[src/rtl/reg_write_arbiter_if.sv]
`default_nettype none
// ============================================================================
// Module      : reg_write_arbiter_if
// Description : Request/response bundle between the write requesters and the
//               arbitrated shared-register write controller.
// Revision    : 1.0 - initial release
// ============================================================================
interface reg_write_arbiter_if #(
    parameter int N_REQ = 8,
    parameter int WIDTH = 1,
    parameter int CNT_W = 8
);
    logic [N_REQ-1:0]       en;
    logic [N_REQ*WIDTH-1:0] d_in;
    logic                   cnt_clr;
    logic [WIDTH-1:0]       d_out;
    logic [N_REQ-1:0]       grant;
    logic                   wr_valid;
    logic                   conflict;
    logic [CNT_W-1:0]       conflict_cnt;

    // Requester side: drives enables/data, observes the register and status
    modport master (
        output en, d_in, cnt_clr,
        input  d_out, grant, wr_valid, conflict, conflict_cnt
    );

    // Controller side
    modport slave (
        input  en, d_in, cnt_clr,
        output d_out, grant, wr_valid, conflict, conflict_cnt
    );
endinterface
`default_nettype wire

[src/rtl/reg_write_arbiter.sv]
`default_nettype none
// ============================================================================
// Module      : reg_write_arbiter
// Description : Round-robin arbitrated single write port for a shared data
//               register. Reports the winning requester and flags/counts
//               cycles in which several requesters wanted to write.
// Revision    : 1.0 - initial release
// ============================================================================
module reg_write_arbiter #(
    parameter int               N_REQ     = 8,
    parameter int               WIDTH     = 1,
    parameter int               CNT_W     = 8,
    parameter logic [WIDTH-1:0] RESET_VAL = '0
) (
    input  wire logic          clk,
    input  wire logic          rst,
    reg_write_arbiter_if.slave bus
);
    localparam int               c_PTR_W   = (N_REQ > 1) ? $clog2(N_REQ) : 1;
    localparam logic [CNT_W-1:0] c_CNT_MAX = '1;

    logic [c_PTR_W-1:0] rr_ptr_q,       rr_ptr_d;
    logic [WIDTH-1:0]   d_out_q,        d_out_d;
    logic [N_REQ-1:0]   grant_q,        grant_d;
    logic               wr_valid_q,     wr_valid_d;
    logic               conflict_q,     conflict_d;
    logic [CNT_W-1:0]   conflict_cnt_q, conflict_cnt_d;
    logic               found;

    // Next-state: round-robin winner search, register update, conflict tracking
    always_comb begin
        found          = 1'b0;
        rr_ptr_d       = rr_ptr_q;
        d_out_d        = d_out_q;
        grant_d        = '0;
        wr_valid_d     = 1'b0;

        // First pass: requesters at or above the pointer, lowest index first
        for (int i = 0; i < N_REQ; i++) begin
            if (!found && bus.en[i] && (i >= int'(rr_ptr_q))) begin
                found      = 1'b1;
                grant_d[i] = 1'b1;
                d_out_d    = bus.d_in[i*WIDTH +: WIDTH];
                rr_ptr_d   = (i == N_REQ - 1) ? '0 : c_PTR_W'(i + 1);
            end
        end
        // Second pass wraps around; it can only hit indices below the pointer
        for (int i = 0; i < N_REQ; i++) begin
            if (!found && bus.en[i]) begin
                found      = 1'b1;
                grant_d[i] = 1'b1;
                d_out_d    = bus.d_in[i*WIDTH +: WIDTH];
                rr_ptr_d   = (i == N_REQ - 1) ? '0 : c_PTR_W'(i + 1);
            end
        end
        wr_valid_d = found;

        // Two or more bits set iff clearing the lowest set bit leaves something
        conflict_d = ((bus.en & (bus.en - N_REQ'(1))) != '0);

        conflict_cnt_d = conflict_cnt_q;
        if (bus.cnt_clr) begin
            conflict_cnt_d = '0;
        end else if (conflict_d && (conflict_cnt_q != c_CNT_MAX)) begin
            conflict_cnt_d = conflict_cnt_q + CNT_W'(1);
        end
    end

    // State registers with synchronous reset taking priority over all inputs
    always_ff @(posedge clk) begin
        if (rst) begin
            rr_ptr_q       <= '0;
            d_out_q        <= RESET_VAL;
            grant_q        <= '0;
            wr_valid_q     <= 1'b0;
            conflict_q     <= 1'b0;
            conflict_cnt_q <= '0;
        end else begin
            rr_ptr_q       <= rr_ptr_d;
            d_out_q        <= d_out_d;
            grant_q        <= grant_d;
            wr_valid_q     <= wr_valid_d;
            conflict_q     <= conflict_d;
            conflict_cnt_q <= conflict_cnt_d;
        end
    end

    assign bus.d_out        = d_out_q;
    assign bus.grant        = grant_q;
    assign bus.wr_valid     = wr_valid_q;
    assign bus.conflict     = conflict_q;
    assign bus.conflict_cnt = conflict_cnt_q;
endmodule
`default_nettype wire

[src/flat_wrapper.sv]
// flat-port wrapper written by rule: the top's interface ports become plain ports
module reg_write_arbiter_flat 
#(
    parameter int               N_REQ     = 8,
    parameter int               WIDTH     = 1,
    parameter int               CNT_W     = 8,
    parameter logic [WIDTH-1:0] RESET_VAL = '0
)
  (clk, rst, bus_en, bus_d_in, bus_cnt_clr, bus_d_out, bus_grant, bus_wr_valid, bus_conflict, bus_conflict_cnt);
  reg_write_arbiter_if #(.N_REQ(N_REQ), .WIDTH(WIDTH), .CNT_W(CNT_W)) bus_i ();
  input  wire logic clk;
  input  wire logic rst;
  input wire logic [$bits(bus_i.en)-1:0] bus_en;
  input wire logic [$bits(bus_i.d_in)-1:0] bus_d_in;
  input wire logic [$bits(bus_i.cnt_clr)-1:0] bus_cnt_clr;
  output wire logic [$bits(bus_i.d_out)-1:0] bus_d_out;
  output wire logic [$bits(bus_i.grant)-1:0] bus_grant;
  output wire logic [$bits(bus_i.wr_valid)-1:0] bus_wr_valid;
  output wire logic [$bits(bus_i.conflict)-1:0] bus_conflict;
  output wire logic [$bits(bus_i.conflict_cnt)-1:0] bus_conflict_cnt;
  assign bus_i.en = bus_en;
  assign bus_i.d_in = bus_d_in;
  assign bus_i.cnt_clr = bus_cnt_clr;
  assign bus_d_out = bus_i.d_out;
  assign bus_grant = bus_i.grant;
  assign bus_wr_valid = bus_i.wr_valid;
  assign bus_conflict = bus_i.conflict;
  assign bus_conflict_cnt = bus_i.conflict_cnt;
  reg_write_arbiter #(.N_REQ(N_REQ), .WIDTH(WIDTH), .CNT_W(CNT_W), .RESET_VAL(RESET_VAL)) u_core (.clk(clk), .rst(rst), .bus(bus_i));
endmodule
[config.mk]
export PLATFORM = sky130hd
export DESIGN_NAME = reg_write_arbiter_flat
export DESIGN_NICKNAME = d
export VERILOG_FILES = /design/src/rtl/reg_write_arbiter_if.sv /design/src/rtl/reg_write_arbiter.sv /design/src/flat_wrapper.sv
export SDC_FILE = /design/constraint.sdc
export NUM_CORES = 1
export LEC_CHECK = 0
export BUFFER_PORTS_ARGS = -buffer_cell sky130_fd_sc_hd__buf_2
export CAP_MARGIN = 20
export CORE_MARGIN = 1
export CORE_UTILIZATION = 35
export CTS_CLUSTER_DIAMETER = 150
export CTS_CLUSTER_SIZE = 16
export DETAILED_ROUTE_END_ITERATION = 10
export PLACE_DENSITY_LB_ADDON = 0.08
export SYNTH_ARGS = -nofsm -noshare
export SYNTH_HDL_FRONTEND = slang
export SYNTH_SLANG_ARGS = --single-unit
[constraint.sdc]
create_clock -name clk -period 4.5 [get_ports clk]
set_input_delay 1.35 -clock clk [delete_from_list [all_inputs] [get_ports clk]]
set_output_delay 1.35 -clock clk [all_outputs]
set_load 0.005 [all_outputs]
After elaboration in Yosys (flattened, before gate mapping). Index checks and enable logic that the tools add are counted. W data, S select, Z words.

Input bits: 19. Flip-flop bits (word level): 22.

Reductions and logical operators: 43. Bitwise logic cells: 1. Mux-type cells: 62. Add/sub/neg operators: 2. Eq/ne operators: 1. Magnitude comparators: 7.

Operators by type and width (number): $mux W1 (47); $mux W3 (15); $logic_and A1 B1 Y1 (23); $reduce_bool A16 Y1 (1); $logic_not A1 Y1 (15); $reduce_bool A15 Y1 (1); $ge A3 B3 Y1 const A (3); $add A8 B1 Y8 const B (1); $and A8 B8 Y8 (1); $ne A8 B8 Y1 const B (1); $reduce_bool A8 Y1 (1); $sub A8 B1 Y8 const B (1); $ge A1 B3 Y1 const A (2); $ge A2 B3 Y1 const A (2); $reduce_or A2 Y1 (2).

Logic depth before layout (Yosys ltp).
Word-level depth: 54. Mapped depth: 8. Depth with buffers taken out: 6.

Least setup slack after synthesis. Ideal clock, no wire load.

Path type: in2reg. Start point: in bus_en[0]. End point: reg u_core.conflict_cnt_q[1] (netlist: u_core.bus.conflict_cnt[1]). Path buffers: 1. Setup time: 0.124 ns. Arrival: 2.818 ns. Stages on the path: 7. Slack: 1.558 ns. Required time: 4.376 ns. Cell sequence: or4_4 > a2111oi_2 > o32a_2 > buf_6 > or2b_2 > mux2i_1 > nor2_1.

Word-level cells in the longest chain between the ends: 4.

RTL lines: start, declared (line flat_wrapper.sv:13) `input wire logic [$bits(bus_i.en)-1:0] bus_en;`; $sub A8 B1 Y8 (line reg_write_arbiter.sv:59) `conflict_d = ((bus.en & (bus.en - N_REQ'(1))) != '0);`; $and A8 B8 Y8 (*) (line reg_write_arbiter.sv:59); $reduce_bool A8 Y1 (*) (line reg_write_arbiter.sv:59); $logic_and A1 B1 Y1 (*) (line reg_write_arbiter.sv:64) `end else if (conflict_d && (conflict_cnt_q != c_CNT_MAX)) begin`; end signal, assigned (line reg_write_arbiter.sv:84) `conflict_cnt_q <= conflict_cnt_d;`; end, declared (line reg_write_arbiter.sv:27) `logic [CNT_W-1:0] conflict_cnt_q, conflict_cnt_d;`.

Mark *: on every way between the ends. The rest lies on a longest branch, timed or not. A chain may end at the register's enable or synchronous reset.

Worst setup path in the final report. Ends and elaborated chain as after synthesis.

==> impl_metrics.json <==
{
  "critical_path.cell_chain": "buf_2 > or4_4 > a2111oi_2 > o32a_2 > or2b_2 > mux2i_1 > nor2_1",
  "slew_violations": 0,
  "drt-wirelength-per-cell_um": 15.8,
  "p_seq_share_pct": 42.0,
  "ctsResizeCount": 0,
  "dp_hpwl_um": 3180,
  "place.gp.congestion": 0.873,
  "vias": 1499,
  "synthCells": 186,
  "antenna_found_initial": 0,
  "power.leakage_nw": 0.701,
  "multi_input_area_um2": 916,
  "cts_tree": "yes",
  "port_buffers": 37,
  "nFillCells": 412,
  "cts_buffer_depth": 2,
  "cpPeakStageDelay_ns": 0.58,
  "drc": 0,
  "syn_nets": 206,
  "cts_buffers": 3,
  "ys_seq_elements": 22,
  "synth_top_flop_cell": "dfxtp_1",
  "synth_cell_types": 62,
  "status": "finished, final reports clean",
  "clk_pin_slew_ns": 0.09,
  "postRouteAntennaNets": 0,
  "cp.arrival_ns": 3.10,
  "cp-start-kind": "primary input",
  "fin_nets": 236,
  "crit_type": "in2reg",
  "yosysWarnings": 0,
  "p_switching_uw": 159,
  "relSlewSlack_pct": 61.7,
  "synth_area_per_cell_um2": 7.72,
  "internal_power_uw": 376,
  "grt_pass1_wl_um": 6700,
  "cpMaxStageDelayCell": "or4_4",
  "fmax_ghz": 0.342,
  "hold_path.class": "reg2reg",
  "cts_root_buf": "clkbuf_8",
  "rows": 22,
  "pin_count": 38,
  "wirelength_um": 4160,
  "cp-end-kind": "flip-flop",
  "rsz0062_at_grt": "false",
  "power_frac_comb_pct": 21.9,
  "htreeDepth": 1,
  "antenna_cells": 0,
  "async_flop_share_pct": 0,
  "finClkSkew_ns": 0.0127,
  "tns_ns": 0,
  "grt_max_degree": 16,
  "core_um2": 3800,
  "clk_latency_ns": 0.28,
  "swShare_pct": 29.7,
  "layout_common_cells": "37 x buf_2, 27 x nor2_1, 22 x dfxtp_1",
  "syn_area_um2": 1440,
  "drive_gt1_share_pct": 24.7,
  "grt_pass1_vias": 1473,
  "die_area_um2": 4360,
  "critPathMaxFanout": 13,
  "cts_hold_buf": 0,
  "synth_edf_count": 0,
  "critPathRequiredTime_ns": 4.68,
  "finalHoldViolCount": 0,
  "seq_area_frac_synth_pct": 30.7,
  "period_share_pct": 64.9,
  "power_density_nw_per_um2": 316,
  "die_w_um": 66.0,
  "track_usage_pct": 20.4,
  "via_per_inst": 5.70,
  "mostFrequentLayoutCell": "buf_2",
  "setup_viol": 0,
  "postCtsSetupRepairBufs": 0,
  "peakVddDrop_mv": 0.105,
  "placed_cells_incl_taps": 259,
  "finalCriticalPeriod_ns": 2.92,
  "ff_latch_area_um2": 440,
  "finalNonFillerCells": 263,
  "first_pass_iters": 4,
  "area_delta_synth_final_pct": 17.9,
  "overflow": 0,
  "maxCapViolCount": 0,
  "drt-initial-drc-count": 55,
  "p_clk_share_pct": 36.2,
  "dieHeight_um": 66.0,
  "start_util_pct": 37.8,
  "clock-sinks": 22,
  "worst_slew_pin_slew_ns": 0.560
}
-- worst paths after layout --
| kind | startpoint | to | slack (ns) | depth (start not counted) |
|---|---|---|---|---|
| max | bus_en[0] | u_core.bus.conflict_cnt[1] | 1.58 | 7 |
| min | u_core.bus.conflict_cnt[7] | u_core.bus.conflict_cnt[7] | 0.53 | 2 |
| max reg2reg | u_core.rr_ptr_q[2] | u_core.rr_ptr_q[1] | 2.14 | 6 |
| min reg2reg | u_core.bus.conflict_cnt[7] | u_core.bus.conflict_cnt[7] | 0.53 | 2 |
-- registers in the layout, summed over array words and instances, names as in the netlist --
register	cells
u_core.bus.conflict	1
u_core.bus.conflict_cnt	8
u_core.bus.d_out	1
u_core.bus.grant	8
u_core.bus.wr_valid	1
u_core.rr_ptr_q	3
-- power by group through the flow --
stage	Clock [mW]	Sequential (mW)	Combinational (mW)
floorplan	0	0.218	0.0889
global placement	0	0.228	0.117
detailed placement	0	0.228	0.117
CTS	0.194	0.224	0.117
global route	0.206	0.227	0.129
finish	0.194	0.225	0.117
-- cell families (layout without fill, tap and decap cells) --
family / after synthesis / in the layout / share of synthesized area [%]
compound gates: 46 / 46 / 22.7
xor+xnor: 4 / 4 / 2.44
fa+ha+maj: 2 / 2 / 1.57
buf+inv: 17 / 46 / 5.49
flops: 22 / 22 / 30.7
mux: 2 / 2 / 1.48
simple gates: 93 / 93 / 35.7
-- synthesized netlist by cell type (2+ instances only) --
cell type | number | area, µm²
or4_1 | 3 | 22.5
a21o_1 | 2 | 15.0
nor4b_1 | 3 | 26.3
nand3_1 | 4 | 20.0
a21oi_1 | 10 | 50.1
nor3_1 | 11 | 55.1
a31oi_1 | 3 | 18.8
nand4_1 | 3 | 18.8
xnor2_1 | 3 | 26.3
inv_1 | 5 | 18.8
nor3b_1 | 2 | 15.0
nand2b_1 | 3 | 18.8
nor2b_1 | 5 | 31.3
clkbuf_1 | 4 | 15.0
a211oi_1 | 2 | 15.0
and3_1 | 3 | 18.8
dfxtp_1 | 22 | 440
buf_2 | 6 | 30.0
nor4_1 | 2 | 12.5
nand2_1 | 12 | 45.0
o22ai_1 | 2 | 12.5
nand3b_1 | 4 | 30.0
nor2_1 | 27 | 101
o21ai_0 | 7 | 35.0
-- layer usage --
metal  GRT usage (%)  vias to the layer above  part of all wire (%)
met5               0                        -                     0
met4            10.1                        0                   2.0
met3            3.10                        9                   2.4
met2            38.0                       29                    52
met1            22.1                      721                    43
li1                -                      740                     -
-- through the flow --
stage          utilization (%)  total power, mW  hold slack, ns  worst slack [ns]  cell area, µm²
5_1_grt                   44.5            0.562           0.584              1.46            1690
2_1_floorplan                -            0.307           0.493              1.56            1440
3_5_place_dp              42.7            0.345           0.524              1.27            1620
4_1_cts                   44.5            0.535           0.536              1.57            1690
3_3_place_gp              42.7            0.345           0.506              1.30            1620
6_report                  44.5            0.535           0.535              1.58            1690
-- cell type report --
type,count,area share (%)
multi-input cells,147,54.1
flip-flops and latches,22,26.0
repair buffers,37,10.9
well taps,48,3.55
clock buffers,3,2.44
clock inverters,1,1.78
inverters,5,1.11
-- critical path: cells and delay by family --
family,cells,cell delay [ns]
and+or+nand+nor,3,0.80
AOI/OAI and AO/OA,2,0.60
buffers and inverters,1,0.17
muxes,1,0.18
No activity file was read; power rests on OpenSTA's default activity.
